--- src/rtl/arb_pkg.sv ---
// Shared types and width helpers for the arbiter requester endpoint.
package arb_pkg;

    typedef enum logic [1:0] {
        IDLE,
        REQ,
        XFER
    } arb_req_state_e;

    // Bits needed to hold values 0..n-1, never less than one.
    function automatic int cw(input int n);
        return (n <= 2) ? 1 : $clog2(n);
    endfunction

endpackage

--- src/rtl/arb_req_fifo.sv ---
// Circular word buffer with occupancy count and full/empty flags.
module arb_req_fifo
    import arb_pkg::*;
#(
    parameter int WIDTH = 8,
    parameter int DEPTH = 4
) (
    input  logic                       clock,
    input  logic                       reset,
    input  logic                       enq,
    input  logic                       deq,
    input  logic [WIDTH-1:0]           wdata,
    output logic [WIDTH-1:0]           rdata,
    output logic [$clog2(DEPTH+1)-1:0] count,
    output logic                       full,
    output logic                       empty
);

    localparam int PW = cw(DEPTH);
    localparam int CW = $clog2(DEPTH + 1);

    logic [WIDTH-1:0] mem [DEPTH];
    logic [PW-1:0]    rd;
    logic [PW-1:0]    wr;
    logic             do_enq;
    logic             do_deq;

    assign full   = (count == CW'(DEPTH));
    assign empty  = (count == '0);
    assign do_enq = enq & ~full;
    assign do_deq = deq & ~empty;
    assign rdata  = mem[rd];

    always_ff @(posedge clock or negedge reset) begin
        if (!reset) begin
            rd    <= '0;
            wr    <= '0;
            count <= '0;
            for (int i = 0; i < DEPTH; i++) begin
                mem[i] <= '0;
            end
        end else begin
            if (do_enq) begin
                mem[wr] <= wdata;
                wr      <= wr + 1'b1;
            end
            if (do_deq) begin
                rd <= rd + 1'b1;
            end
            if (do_enq && !do_deq) begin
                count <= count + 1'b1;
            end else if (!do_enq && do_deq) begin
                count <= count - 1'b1;
            end
        end
    end

endmodule

--- src/rtl/arb_requester.sv ---
// Arbiter client: buffers words, requests the bus, streams bounded bursts
// while granted and flags starvation on long-unanswered requests.
module arb_requester
    import arb_pkg::*;
#(
    parameter int WIDTH        = 8,
    parameter int DEPTH        = 4,
    parameter int MAX_BURST    = 4,
    parameter int STARVE_LIMIT = 15
) (
    input  logic                       clock,
    input  logic                       reset,
    input  logic                       io_enq_valid,
    output logic                       io_enq_ready,
    input  logic [WIDTH-1:0]           io_enq_bits,
    output logic                       io_request,
    input  logic                       io_grant,
    output logic                       io_bus_valid,
    output logic [WIDTH-1:0]           io_bus_bits,
    output logic                       io_bus_last,
    output logic                       io_starved,
    output logic [$clog2(DEPTH+1)-1:0] io_count
);

    localparam int CW = $clog2(DEPTH + 1);
    localparam int BW = cw(MAX_BURST);
    localparam int SW = cw(STARVE_LIMIT + 1);

    arb_req_state_e state;
    logic [BW-1:0]  beat;
    logic [SW-1:0]  starve;
    logic           live;
    logic           full;
    logic           empty;
    logic           enq;

    // Ready is held low through reset and goes high on the first edge after.
    assign io_enq_ready = live & ~full;
    assign enq          = io_enq_valid & io_enq_ready;
    assign io_request   = (state != IDLE);
    assign io_bus_valid = (state == XFER) & io_grant;
    assign io_bus_last  = io_bus_valid &
                          ((io_count == CW'(1)) ||
                           (beat == BW'(MAX_BURST - 1)));
    assign io_starved   = (starve == SW'(STARVE_LIMIT));

    arb_req_fifo #(
        .WIDTH (WIDTH),
        .DEPTH (DEPTH)
    ) u_fifo (
        .clock (clock),
        .reset (reset),
        .enq   (enq),
        .deq   (io_bus_valid),
        .wdata (io_enq_bits),
        .rdata (io_bus_bits),
        .count (io_count),
        .full  (full),
        .empty (empty)
    );

    always_ff @(posedge clock or negedge reset) begin
        if (!reset) begin
            state  <= IDLE;
            beat   <= '0;
            starve <= '0;
            live   <= 1'b0;
        end else begin
            live <= 1'b1;
            unique case (state)
                IDLE: begin
                    if (!empty) begin
                        state <= REQ;
                    end
                end
                REQ: begin
                    if (io_grant) begin
                        state  <= XFER;
                        starve <= '0;
                    end else if (!io_starved) begin
                        starve <= starve + 1'b1;
                    end
                end
                XFER: begin
                    // Preemption keeps the unsent words and re-requests.
                    if (!io_grant) begin
                        state <= REQ;
                        beat  <= '0;
                    end else if (io_bus_last) begin
                        state <= IDLE;
                        beat  <= '0;
                    end else begin
                        beat <= beat + 1'b1;
                    end
                end
                default: begin
                    state <= IDLE;
                end
            endcase
        end
    end

endmodule
--- config.mk ---
export PLATFORM = sky130hd
export DESIGN_NAME = arb_requester
export DESIGN_NICKNAME = d
export VERILOG_FILES = /design/src/rtl/arb_pkg.sv /design/src/rtl/arb_req_fifo.sv /design/src/rtl/arb_requester.sv
export SDC_FILE = /design/constraint.sdc
export NUM_CORES = 1
export LEC_CHECK = 0
export ABC_AREA = 1
export CELL_PAD_IN_SITES_DETAIL_PLACEMENT = 1
export CELL_PAD_IN_SITES_GLOBAL_PLACEMENT = 2
export CORE_ASPECT_RATIO = 0.6
export CORE_MARGIN = 1
export CORE_UTILIZATION = 36
export CTS_CLUSTER_SIZE = 20
export DETAILED_ROUTE_END_ITERATION = 10
export PLACE_DENSITY = 0.91
export SLEW_MARGIN = 20
export SYNTH_ARGS = -nofsm -noshare
export SYNTH_HDL_FRONTEND = slang
export SYNTH_SLANG_ARGS = --single-unit
--- constraint.sdc ---
create_clock -name clock -period 3.4 [get_ports clock]
set_clock_uncertainty 0.2 [all_clocks]
set_input_delay 0.85 -clock clock [delete_from_list [all_inputs] [get_ports clock]]
set_output_delay 0.85 -clock clock [all_outputs]
set_load 0.1 [all_outputs]
Word-level counts from Yosys, hierarchy flattened --
Cells that the tools add are included.
Operators by class: bitwise gates (word level) 10, order comparisons 3, $add $sub $neg 6, reduce and logical (&&, ||, !) cells 12, equal/unequal tests 10, mux-type cells 17
Operator list (number):
- $bwmux 32 | 1
- $mux 8 | 3
- $bmux 8 s2 | 1
- $demux 8 s2 | 1
- $mux 2 | 6
- $mux 4 | 2
- $add 2x1->2 const B | 3
- $and 1x1->1 | 6
- $ge 3x3->1 const B | 2
- $mux 3 | 2
- $ne 2x2->1 const B | 3
- $not 2->3 | 2
- $pmux 2 s3 | 1
- $add 4x1->4 const B | 1
- $eq 2x2->1 const B | 2
- $eq 4x4->1 const B | 1
- $reduce_bool 2->1 | 2
- $add 3x1->3 const B | 1
- $eq 3x1->1 const B | 1
- $eq 3x3->1 const B | 1
- $logic_and 1x1->1 | 3
- $logic_not 3->1 | 1
- $lt 3x1->1 const B | 1
- $ne 3x3->1 const B | 1
- other kinds (8) | 10
Storage, ports and cells: bits in registers 48, word-level logic and storage cells 69, output and inout port bits 16, input bits 12

Logic depth before layout (Yosys ltp) --
word-level depth 9, mapped depth 12, depth with buffers taken out 11

Modules after synthesis --
A second synthesis with hierarchy kept.
Second synthesis, totals: cells, all modules 313, area total of the unflattened synthesis 2531.2 µm²
By module, submodules not included:
- arb_req_fifo | area an instance 2023.2 µm², instances 1, cells each 250, sequential area each 975.9 µm²
- arb_requester | area an instance 508.0 µm², instances 1, cells each 63, sequential area each 225.2 µm²

Least setup slack after synthesis --
No wires, ideal clock.
path kind flip-flop to output port, start reg u_fifo.rd[0], end out io_bus_bits[5], arrival 2282 ps, cell stages (with the launch flop) 6, required time 2350 ps, setup slack 68 ps, path buffers 2, cell sequence dfrtp_1 buf_2 inv_2 buf_4 o21ai_0 o22ai_1
On the way: word-level cells in the longest chain between the ends 4
RTL lines:
- from (decl) | RTL line arb_req_fifo.sv:23 | logic [PW-1:0] rd;
- from (signal assigned) | RTL line arb_req_fifo.sv:48 | rd <= rd + 1'b1;
- $not 2->3 (implied by the code) | RTL line arb_req_fifo.sv:32 | assign rdata = mem[rd];
- $bmux 8 s2 | RTL line arb_req_fifo.sv:32
- $mux 8 (implied by the code) (2 in series) | RTL line arb_req_fifo.sv:32
- to (decl) | RTL line arb_requester.sv:19 | output logic [WIDTH-1:0] io_bus_bits,
Every way passes these cells. The select of a mux whose other input is x is not followed.

Worst setup path after layout --
start in io_grant, end out io_bus_last
On the way: word-level cells in the longest chain between the ends 2
RTL lines:
- from (decl) | RTL line arb_requester.sv:17 | input logic io_grant,
- $and 1x1->1 | RTL line arb_requester.sv:41 | assign io_bus_valid = (state == XFER) & io_grant;
- $and 1x1->1 | RTL line arb_requester.sv:42 | assign io_bus_last = io_bus_valid &
- to (decl) | RTL line arb_requester.sv:20 | output logic io_bus_last,
Every way passes these cells.

==> report_table.html <==
<table>
<tr><th>Metric</th><th>Value</th></tr>
<tr><th colspan="2">Outcome</th></tr>
<tr><td>Run status</td><td>complete, no violations</td></tr>
<tr><th colspan="2">Worst setup path</th></tr>
<tr><td>Critical path arrival</td><td>2010 ps</td></tr>
<tr><td>Maximum fanout along the worst path</td><td>5</td></tr>
<tr><td>Required time of the critical path</td><td>2350 ps</td></tr>
<tr><td>Path type of the worst setup path</td><td>in2out</td></tr>
<tr><td>RR Startpoint</td><td>u_fifo.count[0]</td></tr>
<tr><td>Worst R2R Path Depth</td><td>11</td></tr>
<tr><td>Reg2Reg Capture Point</td><td>u_fifo.count[2]</td></tr>
<tr><td>Sort of element at the end of the critical path</td><td>output pin</td></tr>
<tr><td>Critical path launch point type</td><td>input pin</td></tr>
<tr><td>Reg-to-reg setup timing slack</td><td>roughly 1300 ps</td></tr>
<tr><th colspan="2">Clock network</th></tr>
<tr><td>Clock edge transition at the registers on the reported setup and hold paths</td><td>~70 ps</td></tr>
<tr><td>TritonCTS Sinks</td><td>48</td></tr>
<tr><td>Post-cts hold buffer count</td><td>0</td></tr>
<tr><td>TritonCTS clock tree</td><td>built</td></tr>
<tr><td>Maximum clock path buffer count</td><td>2</td></tr>
<tr><td>Inserted Clock Buffers</td><td>5</td></tr>
<tr><td>Number of buffers added for setup after CTS</td><td>0</td></tr>
<tr><td>Clock latency on the worst-skew pair</td><td>280 ps</td></tr>
<tr><td>Post_cts resized</td><td>0</td></tr>
<tr><td>Root buf cell</td><td>sky130_fd_sc_hd__clkbuf_16</td></tr>
<tr><td>Number of H-tree branching levels</td><td>2</td></tr>
<tr><th colspan="2">Worst hold path</th></tr>
<tr><td>Hold depth</td><td>2</td></tr>
<tr><td>Hold_sp</td><td>u_fifo.mem[13]</td></tr>
<tr><td>Hold Path Sink</td><td>u_fifo.mem[13]</td></tr>
<tr><td>Class of the tightest hold or removal check</td><td>reg2reg</td></tr>
<tr><th colspan="2">Place</th></tr>
<tr><td>Total half-perimeter wirelength after legalization and detailed placement</td><td>roughly 4.6 mm</td></tr>
<tr><td>Routability congestion estimate</td><td>0.738</td></tr>
<tr><td>PortBufs</td><td>27</td></tr>
<tr><td>Cell total after placement</td><td>403</td></tr>
<tr><th colspan="2">STA</th></tr>
<tr><td>Highest clock rate</td><td>0.327 GHz</td></tr>
<tr><td>Share of the cycle needed by the critical path after routing</td><td>90.0%</td></tr>
<tr><td>Minimum clock period after layout</td><td>around 3100 ps</td></tr>
<tr><td>Actual transition at the worst max-transition pin</td><td>around 680 ps</td></tr>
<tr><td>Final count of negative-setup-slack endpoints</td><td>0</td></tr>
<tr><td>Headroom to the max-slew limit</td><td>between 50% and 60%</td></tr>
<tr><td>Final Slew Violations</td><td>0</td></tr>
<tr><td>Count of endpoints failing hold in the final timing report</td><td>0</td></tr>
<tr><td>TNS Setup</td><td>0 ps</td></tr>
<tr><td>Setup repair after global routing missed its margin</td><td>false</td></tr>
<tr><th colspan="2">Floorplanning</th></tr>
<tr><td>Cell row count</td><td>22</td></tr>
<tr><td>Core Footprint</td><td>between 6000 and 7000 um^2</td></tr>
<tr><td>Initial standard-cell utilization of the core</td><td>38.7%</td></tr>
<tr><td>Height of the die</td><td>66.1 um</td></tr>
<tr><td>Boundary Pins</td><td>28</td></tr>
<tr><td>Die width</td><td>about 110 um</td></tr>
<tr><td>Total Die Area</td><td>7190 um^2</td></tr>
<tr><th colspan="2">Synth</th></tr>
<tr><td>Synth Flop Type</td><td>sky130_fd_sc_hd__dfrtp_1</td></tr>
<tr><td>Cell Area, Synth</td><td>2460 um^2</td></tr>
<tr><td>Gate Count Post-Synth</td><td>294</td></tr>
<tr><td>FF+latch count, synth</td><td>48</td></tr>
<tr><td>Fraction of the yosys area taken by sequential cells</td><td>48.8%</td></tr>
<tr><td>Post-Synthesis Mean Instance Area</td><td>8.38 um^2</td></tr>
<tr><td>Synth cell types</td><td>30</td></tr>
<tr><td>Number of enable flip-flop cells after synthesis</td><td>0</td></tr>
<tr><td>Async set-or-reset flop fraction in the synthesized netlist</td><td>100%</td></tr>
<tr><td>Number of warnings printed during yosys synthesis</td><td>0</td></tr>
<tr><td>Synthesized netlist net count</td><td>317</td></tr>
<tr><th colspan="2">Cells and area</th></tr>
<tr><td>Commonest non-fill, non-tap cells in the layout</td><td>92 x sky130_fd_sc_hd__nand2_1, 48 x sky130_fd_sc_hd__dfrtp_1, 28 x sky130_fd_sc_hd__o21ai_0, 24 x sky130_fd_sc_hd__o21ai_1, 23 x sky130_fd_sc_hd__nor2_1</td></tr>
<tr><td>Commonest non-fill, non-tap cell in the layout</td><td>sky130_fd_sc_hd__nand2_1</td></tr>
<tr><td>Fraction of the core area covered by cells at the end of the flow</td><td>47.5%</td></tr>
<tr><td>Count of nets after finishing</td><td>~350</td></tr>
<tr><td>Synthesis-to-finish area growth</td><td>22.6%</td></tr>
<tr><td>Antenna diode count</td><td>0</td></tr>
<tr><td>Area of all sequential standard cells</td><td>1200 um^2</td></tr>
<tr><td>Fillers</td><td>770</td></tr>
<tr><td>Multi-input gate area in the final layout</td><td>1110 um^2</td></tr>
<tr><td>Share of post-route cells with drive strength above 1</td><td>14.4%</td></tr>
<tr><td>Post-layout instance count excluding filler cells</td><td>411</td></tr>
<tr><th colspan="2">Routing</th></tr>
<tr><td>First-pass detailed-route iteration total</td><td>4</td></tr>
<tr><td>Detail-routed via count per cell</td><td>around 5</td></tr>
<tr><td>Number of remaining DRC errors</td><td>0</td></tr>
<tr><td>Sum of routed wire length over all layers</td><td>6.53 mm</td></tr>
<tr><td>Average detailed-routed wire length per instance</td><td>15.9 um</td></tr>
<tr><td>Initial DRC Count</td><td>68</td></tr>
<tr><td>Antenna-violating nets left</td><td>0</td></tr>
<tr><td>Total number of vias</td><td>2042</td></tr>
<tr><th colspan="2">GRT</th></tr>
<tr><td>First-pass GRT wire length</td><td>between 10 and 15 mm</td></tr>
<tr><td>Maximum number of pins on one net before global-route repair</td><td>29</td></tr>
<tr><td>Number of antenna violations at the first check in global routing</td><td>0</td></tr>
<tr><td>Vias in the first global route</td><td>approximately 2100</td></tr>
<tr><td>Overflow left after global routing</td><td>0</td></tr>
<tr><td>Global Route Usage Sum</td><td>between 20% and 30%</td></tr>
<tr><th colspan="2">Job</th></tr>
<tr><td>Number of violations of the max-capacitance limit</td><td>0</td></tr>
</table>
## worst max path at each step
stage / start / to / slack (ps) / cells past startpoint
2_1_floorplan: u_fifo.rd[0] / io_bus_bits[5] / 70 / 5
3_3_place_gp: io_grant / io_bus_last / 380 / 6
3_5_place_dp: io_grant / io_bus_last / 340 / 6
4_1_cts: io_grant / io_bus_last / 340 / 6
5_1_grt: io_grant / io_bus_last / 270 / 6
6_report: io_grant / io_bus_last / 340 / 6
## routing by layer
layer  global-route usage [%]  part of all wire, %  up-vias  wire (um)
met5                        0                    0        -          0
li1                         -                    -     1014          -
met3                     3.94                  3.0        4        199
met2                     31.9                   43       26       2780
met1                     30.5                   54      998       3510
met4                     4.22                 0.52        0         34
## through the flow
step,cell area [um^2],worst slack [ps],hold WS (ps)
2_1_floorplan,2460,68.0,241
3_3_place_gp,2860,381,257
3_5_place_dp,2860,344,269
4_1_cts,3020,337,284
5_1_grt,3020,268,302
6_report,3020,339,281
## logic make-up after synthesis
group	synth area share, %
DFF	48.8
AOI/OAI and AO/OA	13.2
buffers and inverters	6.20
adders and majority gates	5.59
xor gates and xnor gates	2.08
other	0.152
and+or+nand+nor	24.0
## Yosys cell counts, types with 3 or more instances
library cell | instances | area, um^2
sky130_fd_sc_hd__nor2_1 | 23 | 86.3
sky130_fd_sc_hd__inv_2 | 5 | 18.8
sky130_fd_sc_hd__o21ai_1 | 24 | 120
sky130_fd_sc_hd__ha_1 | 11 | 138
sky130_fd_sc_hd__nand2_1 | 92 | 345
sky130_fd_sc_hd__inv_1 | 17 | 63.8
sky130_fd_sc_hd__nand4_1 | 3 | 18.8
sky130_fd_sc_hd__o22ai_1 | 8 | 50.1
sky130_fd_sc_hd__o21ai_0 | 28 | 140
sky130_fd_sc_hd__nor2_4 | 5 | 56.3
sky130_fd_sc_hd__dfrtp_1 | 48 | 1200
sky130_fd_sc_hd__nand3_1 | 6 | 30.0
## critical path, cell delays in order
cell                              delay (ps)
sky130_fd_sc_hd__clkdlybuf4s50_1         570
sky130_fd_sc_hd__inv_2                    90
sky130_fd_sc_hd__nor2_4                  160
sky130_fd_sc_hd__nand2b_1                 70
sky130_fd_sc_hd__inv_1                    90
sky130_fd_sc_hd__buf_12                  180
## final cells by class
| cell class | instances | area share, % |
|---|---|---|
| clock inverter | 2 | 1.16 |
| sequential | 48 | 39.8 |
| tap | 84 | 3.48 |
| timing repair buffer | 33 | 11.9 |
| multi-input combinational | 216 | 36.7 |
| inverter | 22 | 2.74 |
| clock buffer | 6 | 4.27 |
## sequential cells by signal, indices dropped and copies added, names as in the netlist
signal and flops:
beat 2, u_fifo.rd 2, u_fifo.count 3, u_fifo.mem 32, u_fifo.wr 2, starve 4, live 1, state 2
Power is left out: the tool's default activity adds up to more than one toggle a clock period on the data nets, which glitch-free logic cannot reach.
